File: config.mk
export PLATFORM = sky130hd
export DESIGN_NAME = exp_golomb_decoder
export DESIGN_NICKNAME = d
export VERILOG_FILES = /design/src/rtl/exp_golomb_decoder.sv
export SDC_FILE = /design/constraint.sdc
export NUM_CORES = 1
export LEC_CHECK = 0
export BUFFER_PORTS_ARGS = -buffer_cell sky130_fd_sc_hd__buf_2
export CORE_MARGIN = 2
export CORE_UTILIZATION = 45
export CTS_CLUSTER_SIZE = 40
export DETAILED_ROUTE_END_ITERATION = 10
export PLACE_DENSITY_LB_ADDON = 0.1
export SETUP_SLACK_MARGIN = 0.05
export SLEW_MARGIN = 30
export SYNTH_ARGS = -nofsm -noshare
export SYNTH_HDL_FRONTEND = slang
export SYNTH_SLANG_ARGS = --single-unit
File: constraint.sdc
create_clock -name clk -period 8.6 [get_ports clk]
set_input_delay 2.58 -clock clk [delete_from_list [all_inputs] [get_ports clk]]
set_output_delay 2.58 -clock clk [all_outputs]
set_load 0.01 [all_outputs]
File: src/rtl/exp_golomb_decoder.sv
// Exp-Golomb syntax-element decoder, ue(v) / se(v) / te(v) with cMax = 1.
// Reads an MSB-first window from the bitstream buffer and reports how many
// bits to consume each cycle. Prefixes and suffixes longer than the window
// are walked over several cycles.
module exp_golomb_decoder #(
  parameter  int WIN        = 16,
  parameter  int MAX_PREFIX = 31,
  localparam int OW         = MAX_PREFIX + 1,
  localparam int CW         = $clog2(MAX_PREFIX + WIN + 1),
  localparam int AW         = $clog2(WIN + 1)
) (
  input  logic          clk,
  input  logic          reset,
  input  logic          start,
  input  logic [1:0]    mode,
  input  logic [WIN-1:0] win,
  input  logic          win_valid,
  output logic          adv_valid,
  output logic [AW-1:0] adv_len,
  output logic          busy,
  output logic          result_valid,
  output logic [OW-1:0] result,
  output logic          err
);

  typedef enum logic [2:0] {
    S_IDLE,
    S_PREFIX,
    S_SUFFIX,
    S_TE,
    S_DONE
  } state_t;

  typedef enum logic [1:0] {
    M_UE     = 2'b00,
    M_SE     = 2'b01,
    M_TE     = 2'b10,
    M_UE_ALT = 2'b11
  } mode_t;

  localparam logic [CW-1:0] WIN_CW = CW'(WIN);
  localparam logic [CW-1:0] MAX_CW = CW'(MAX_PREFIX);

  state_t        state, state_next;
  mode_t         mode_q, mode_next;
  logic [CW-1:0] lz, lz_next;
  logic [CW-1:0] rem, rem_next;
  logic [OW-1:0] sfx, sfx_next;

  // Prefix scan helpers
  logic          win_zero;
  logic [AW-1:0] lead_pos;
  logic [CW-1:0] lz_plus_lead;
  logic [CW-1:0] lz_plus_win;

  // Suffix chunk helpers
  logic [AW-1:0] sfx_len;
  logic [OW-1:0] sfx_bits;
  logic [OW-1:0] sfx_shift;

  // Result helper
  logic [OW-1:0] k;

  // State register; every decode field is cleared by reset.
  // NOTE: sequential state uses non-blocking assignments so all flops see
  // pre-edge values, independent of statement order.
  always_ff @(posedge clk or posedge reset) begin
    if (reset) begin
      state  <= S_IDLE;
      mode_q <= M_UE;
      lz     <= '0;
      rem    <= '0;
      sfx    <= '0;
    end else begin
      state  <= state_next;
      mode_q <= mode_next;
      lz     <= lz_next;
      rem    <= rem_next;
      sfx    <= sfx_next;
    end
  end

  // Leading-one priority encode: position counted from win[WIN-1].
  always_comb begin
    win_zero = (win == '0);
    lead_pos = '0;
    // The highest set bit is visited last, so it wins.
    for (int i = 0; i < WIN; i++) begin
      if (win[i]) lead_pos = AW'(WIN - 1 - i);
    end
    lz_plus_lead = lz + CW'(lead_pos);
    lz_plus_win  = lz + WIN_CW;
  end

  // Suffix chunk: take min(rem, WIN) bits from the top of the window.
  always_comb begin
    sfx_len   = (rem >= WIN_CW) ? AW'(WIN) : AW'(rem);
    sfx_bits  = OW'(win >> (AW'(WIN) - sfx_len));
    sfx_shift = sfx << sfx_len;
  end

  // Next-state, advance and error logic.
  // NOTE: every output of this block gets a default first so no path can
  // leave one unassigned and infer a latch.
  always_comb begin
    state_next = state;
    mode_next  = mode_q;
    lz_next    = lz;
    rem_next   = rem;
    sfx_next   = sfx;
    adv_valid  = 1'b0;
    adv_len    = '0;
    err        = 1'b0;

    case (state)
      S_IDLE: begin
        if (start) begin
          mode_next = mode_t'(mode);
          lz_next   = '0;
          sfx_next  = '0;
          rem_next  = '0;
          state_next = (mode_t'(mode) == M_TE) ? S_TE : S_PREFIX;
        end
      end

      S_PREFIX: begin
        if (win_valid) begin
          if (win_zero) begin
            if (lz_plus_win <= MAX_CW) begin
              adv_valid = 1'b1;
              adv_len   = AW'(WIN);
              lz_next   = lz_plus_win;
            end else begin
              err        = 1'b1;
              state_next = S_IDLE;
            end
          end else if (lz_plus_lead > MAX_CW) begin
            err        = 1'b1;
            state_next = S_IDLE;
          end else begin
            adv_valid = 1'b1;
            adv_len   = lead_pos + AW'(1);
            lz_next   = lz_plus_lead;
            rem_next  = lz_plus_lead;
            state_next = (lz_plus_lead == '0) ? S_DONE : S_SUFFIX;
          end
        end
      end

      S_SUFFIX: begin
        if (win_valid) begin
          adv_valid = 1'b1;
          adv_len   = sfx_len;
          sfx_next  = sfx_shift | sfx_bits;
          rem_next  = rem - CW'(sfx_len);
          if (rem == CW'(sfx_len)) state_next = S_DONE;
        end
      end

      S_TE: begin
        if (win_valid) begin
          adv_valid  = 1'b1;
          adv_len    = AW'(1);
          sfx_next   = {{(OW-1){1'b0}}, ~win[WIN-1]};
          state_next = S_DONE;
        end
      end

      S_DONE: begin
        state_next = S_IDLE;
      end

      default: begin
        state_next = S_IDLE;
      end
    endcase
  end

  // Result mapping; result is driven only while in DONE.
  always_comb begin
    k            = (OW'(1) << lz) - OW'(1) + sfx;
    result       = '0;
    result_valid = (state == S_DONE);
    busy         = (state != S_IDLE);
    if (state == S_DONE) begin
      case (mode_q)
        M_SE:    result = k[0] ? ((k + OW'(1)) >> 1) : (OW'(0) - (k >> 1));
        M_TE:    result = sfx;
        default: result = k;
      endcase
    end
  end

endmodule
==> impl_results.html <==
<table>
<tr><th>Metric</th><th>Value</th></tr>
<tr><th colspan="2">Outcome</th></tr>
<tr><td>Outcome</td><td>finished clean</td></tr>
<tr><th colspan="2">Routing</th></tr>
<tr><td>Number of optimization iterations in the first detailed-route pass</td><td>5</td></tr>
<tr><td>Average wire per standard cell</td><td>19.3 µm</td></tr>
<tr><td>Vias per Instance</td><td>6.16</td></tr>
<tr><td>Remaining antenna violation count after routing</td><td>0</td></tr>
<tr><td>Post-detailed-route DRC marker count</td><td>0</td></tr>
<tr><td>Routed wire length</td><td>31300 µm</td></tr>
<tr><td>Vias after detailed routing</td><td>10000</td></tr>
<tr><td>Number of DRC markers in iteration 0</td><td>856</td></tr>
<tr><th colspan="2">Place</th></tr>
<tr><td>DP Area</td><td>0.00987 mm²</td></tr>
<tr><td>Routability-driven placement congestion ratio</td><td>0.935</td></tr>
<tr><td>IO buf count</td><td>62</td></tr>
<tr><td>HPWL after detailed placement</td><td>24600 µm</td></tr>
<tr><th colspan="2">Critical path</th></tr>
<tr><td>Type of element launching the critical path</td><td>register</td></tr>
<tr><td>Crit path capture type</td><td>output port</td></tr>
<tr><td>Critical path start-end classification</td><td>reg -&gt; out</td></tr>
<tr><td>Most prevalent standard cell on the critical path</td><td>ha_1</td></tr>
<tr><td>Largest incremental delay on the critical path</td><td>0.67 ns</td></tr>
<tr><td>Cells traversed along the worst timing path</td><td>nor4_1 -&gt; buf_4 -&gt; nand2_1 -&gt; ha_1 -&gt; inv_1 -&gt; ha_1 -&gt; fa_1 -&gt; a211oi_4 -&gt; o31ai_4 -&gt; o2111ai_4 -&gt; a21boi_2 -&gt; xor2_2 -&gt; or4b_4 -&gt; or4_1 -&gt; o41ai_4 -&gt; o211ai_1 -&gt; mux2i_1 -&gt; a21o_1 -&gt; buf_2</td></tr>
<tr><td>Worst EP arrival</td><td>5.75 ns</td></tr>
<tr><td>Required time of the worst setup path</td><td>6.02 ns</td></tr>
<tr><td>Setup slack on the worst flop-to-flop path</td><td>4.63 ns</td></tr>
<tr><td>Highest fanout seen on the critical path</td><td>8</td></tr>
<tr><td>Slowest-stage cell, CP</td><td>or4_1</td></tr>
<tr><th colspan="2">Logic synthesis</th></tr>
<tr><td>Synthesis warning total</td><td>0</td></tr>
<tr><td>Leading cell type by number of instances after synthesis</td><td>a21oi_1</td></tr>
<tr><td>Total nets after synthesis</td><td>1436</td></tr>
<tr><td>Number of cells produced by synthesis</td><td>1339</td></tr>
<tr><td>Top cells by area in the synthesized netlist</td><td>dfrtp_1, ha_1, mux2i_1</td></tr>
<tr><td>Proportion of synthesized flip-flops having asynchronous set or reset</td><td>1.00</td></tr>
<tr><td>Post-synthesis cell type count</td><td>97</td></tr>
<tr><td>Dominant cell type by area after synthesis</td><td>dfrtp_1</td></tr>
<tr><td>Flops &amp; latches, synth</td><td>49</td></tr>
<tr><td>Post-Synthesis Cell Area</td><td>0.00935 mm²</td></tr>
<tr><td>Primary FF master, synth</td><td>dfrtp_1</td></tr>
<tr><td>Part of the Yosys area used for sequential elements</td><td>0.131</td></tr>
<tr><td>Fraction of synthesized cell area taken by the top area cell type</td><td>0.131</td></tr>
<tr><td>Number of synthesized flops with an enable pin</td><td>0</td></tr>
<tr><td>Avg Inst Size Synth</td><td>6.98 µm²</td></tr>
<tr><td>Most numerous cell types in the synthesized netlist</td><td>a21oi_1, nand2_1, inv_1</td></tr>
<tr><th colspan="2">Flow run</th></tr>
<tr><td>Number of violations of the max-capacitance limit</td><td>0</td></tr>
<tr><th colspan="2">Die</th></tr>
<tr><td>Io pins</td><td>63</td></tr>
<tr><td>Width of the chip</td><td>148 µm</td></tr>
<tr><td>Die footprint</td><td>0.0219 mm²</td></tr>
<tr><td>Placeable core area</td><td>0.0203 mm²</td></tr>
<tr><td>Die boundary height</td><td>148 µm</td></tr>
<tr><td>Cell row count</td><td>52</td></tr>
<tr><td>Initial core utilization</td><td>0.461</td></tr>
<tr><th colspan="2">Global route</th></tr>
<tr><td>Vias in the first global route</td><td>8884</td></tr>
<tr><td>Global routing usage on met1</td><td>0.393</td></tr>
<tr><td>All-layer global routing usage</td><td>0.275</td></tr>
<tr><td>Maximum number of pins on one net before global-route repair</td><td>66</td></tr>
<tr><td>Routing usage on met2</td><td>0.446</td></tr>
<tr><td>Wire length of the first global-routing pass</td><td>48800 µm</td></tr>
<tr><td>Initial antenna violation count</td><td>0</td></tr>
<tr><td>Most crowded layer after global routing</td><td>met2</td></tr>
<tr><td>Sum of overflow across all layers after global routing</td><td>0</td></tr>
<tr><td>Met3 Track Usage GR</td><td>0.0169</td></tr>
<tr><th colspan="2">Timing</th></tr>
<tr><td>Final setup fails</td><td>0</td></tr>
<tr><td>Final hold viol count</td><td>0</td></tr>
<tr><td>Slew at the pin with the worst max-slew slack</td><td>0.877 ns</td></tr>
<tr><td>Worst rel slew slack</td><td>0.411</td></tr>
<tr><td>Total negative setup slack</td><td>0 ns</td></tr>
<tr><td>Max-slew violations</td><td>0</td></tr>
<tr><td>Minimum clock period after layout</td><td>8.33 ns</td></tr>
<tr><td>Final clock skew</td><td>0.00730 ns</td></tr>
<tr><td>Setup repair after global routing missed its margin</td><td>true</td></tr>
<tr><td>Maximum operating frequency</td><td>120 MHz</td></tr>
<tr><td>Final clock period utilization by the worst path</td><td>0.968</td></tr>
<tr><th colspan="2">Layout</th></tr>
<tr><td>Antenna diodes</td><td>0</td></tr>
<tr><td>Final design instance area without fill</td><td>0.0101 mm²</td></tr>
<tr><td>Net count of the finished layout</td><td>1449</td></tr>
<tr><td>Fraction of layout cells with a size suffix above 1</td><td>0.114</td></tr>
<tr><td>Syn-to-layout area delta</td><td>8.30%</td></tr>
<tr><th colspan="2">CTS</th></tr>
<tr><td>Clock sinks</td><td>49</td></tr>
<tr><td>Clock tree from TritonCTS</td><td>yes</td></tr>
<tr><td>H-Tree Depth</td><td>2</td></tr>
<tr><td>Clock-pin slew on the worst setup and hold paths</td><td>0.07 ns</td></tr>
<tr><td>CTS Buffer Depth</td><td>2</td></tr>
<tr><td>Number of clock buffers inserted by TritonCTS</td><td>5</td></tr>
<tr><td>CTS Root Buffer Type</td><td>clkbuf_16</td></tr>
<tr><td>Clock latency on the worst-skew pair</td><td>0.30 ns</td></tr>
<tr><th colspan="2">Min path</th></tr>
<tr><td>Type of the most critical hold path</td><td>reg -&gt; reg</td></tr>
</table>
## sequential cells by signal (all words and copies together), names as in the netlist
name	flops
state	3
rem	6
lz	6
mode_q	2
sfx	32
## through the flow
step	util	hold WS, ns	instances	setup slack (ns)
finish	0.499	0.548	1623	0.271
global route	0.499	0.585	1623	0.0394
CTS	0.494	0.549	1621	0.135
detailed placement	0.486	0.533	1613	0.132
global placement	0.486	0.528	1613	0.204
floorplan	-	0.506	1339	0.379
## repair_timing
item / 4_1_cts / 5_1_grt
hold buffers: 0 / 0
buffers inserted: 0 / 2
resized for setup: 0 / 18
setup endpoints to repair: 0 / 12
## final cells by class
type,instances,area (µm²)
clock inverter,3,26.3
clock buffer,5,125
tap,270,338
fill,2107,10200
sequential,49,1230
timing repair buffer,97,573
inverter,119,449
multi-input combinational,1080,7390
## layout by cell type (no fill, tap or decap), types with 7 or more instances in the layout
master / n
nand4_1: 12
ha_1: 72
nand2b_1: 10
a21oi_1: 137
a21o_1: 17
buf_4: 35
xnor2_1: 41
a221oi_1: 25
o21ai_1: 8
dfrtp_1: 48
nor2_1: 107
o211ai_1: 11
nor2b_1: 18
nand3_1: 22
o21a_1: 10
nand2_1: 133
nor4_1: 11
inv_1: 117
a31oi_1: 7
xor2_1: 23
a211oi_1: 51
nor3_1: 33
o22ai_1: 37
mux2i_1: 71
buf_2: 62
o21ai_0: 60
and2_1: 16
## cells by family (layout without fill, tap and decap cells)
kind of cell	Yosys count	after routing	synth area share
buffers and inverters	210	224	0.0884
XOR/XNOR	68	68	0.0645
AO/OA/AOI/OAI	447	447	0.320
flip-flops	49	49	0.131
AND/OR/NAND/NOR	413	413	0.211
multiplexers	76	76	0.0832
adder cells (fa/ha/maj)	75	75	0.102
other	1	1	0.000401
## metal layers
metal	routed length (µm)	vias to the layer above
met2	14300	368
met5	0	-
met1	14500	4689
met4	942	0
li1	-	4892
met3	1660	56
## worst max-delay path: cells and delay by family (launching register included)
| family | cells | cell delay [ns] |
|---|---|---|
| DFF | 1 | 0.48 |
| xor gates and xnor gates | 1 | 0.22 |
| AOI/OAI and AO/OA | 7 | 1.58 |
| and+or+nand+nor | 4 | 1.59 |
| muxes | 1 | 0.15 |
| adders and majority gates | 3 | 1.01 |
| buffers and inverters | 3 | 0.38 |
## worst paths after layout
path	start	endpoint	depth (start not counted)
worst min register to register	mode_q[1]$_DFFE_PP0P_	mode_q[1]$_DFFE_PP0P_	1
min in group asynchronous	reset	sfx[30]$_DFFE_PP0P_	2
worst min-delay path	mode_q[1]$_DFFE_PP0P_	mode_q[1]$_DFFE_PP0P_	1
worst max-delay path	lz[3]$_DFFE_PP0P_	result[30]	19
max in group asynchronous	reset	lz[5]$_DFFE_PP0P_	2
worst max register to register	rem[4]$_DFFE_PP0P_	sfx[0]$_DFFE_PP0P_	13
Power is not shown: default switching activity piles up to over one toggle a cycle in this logic, so the estimate is an artifact.
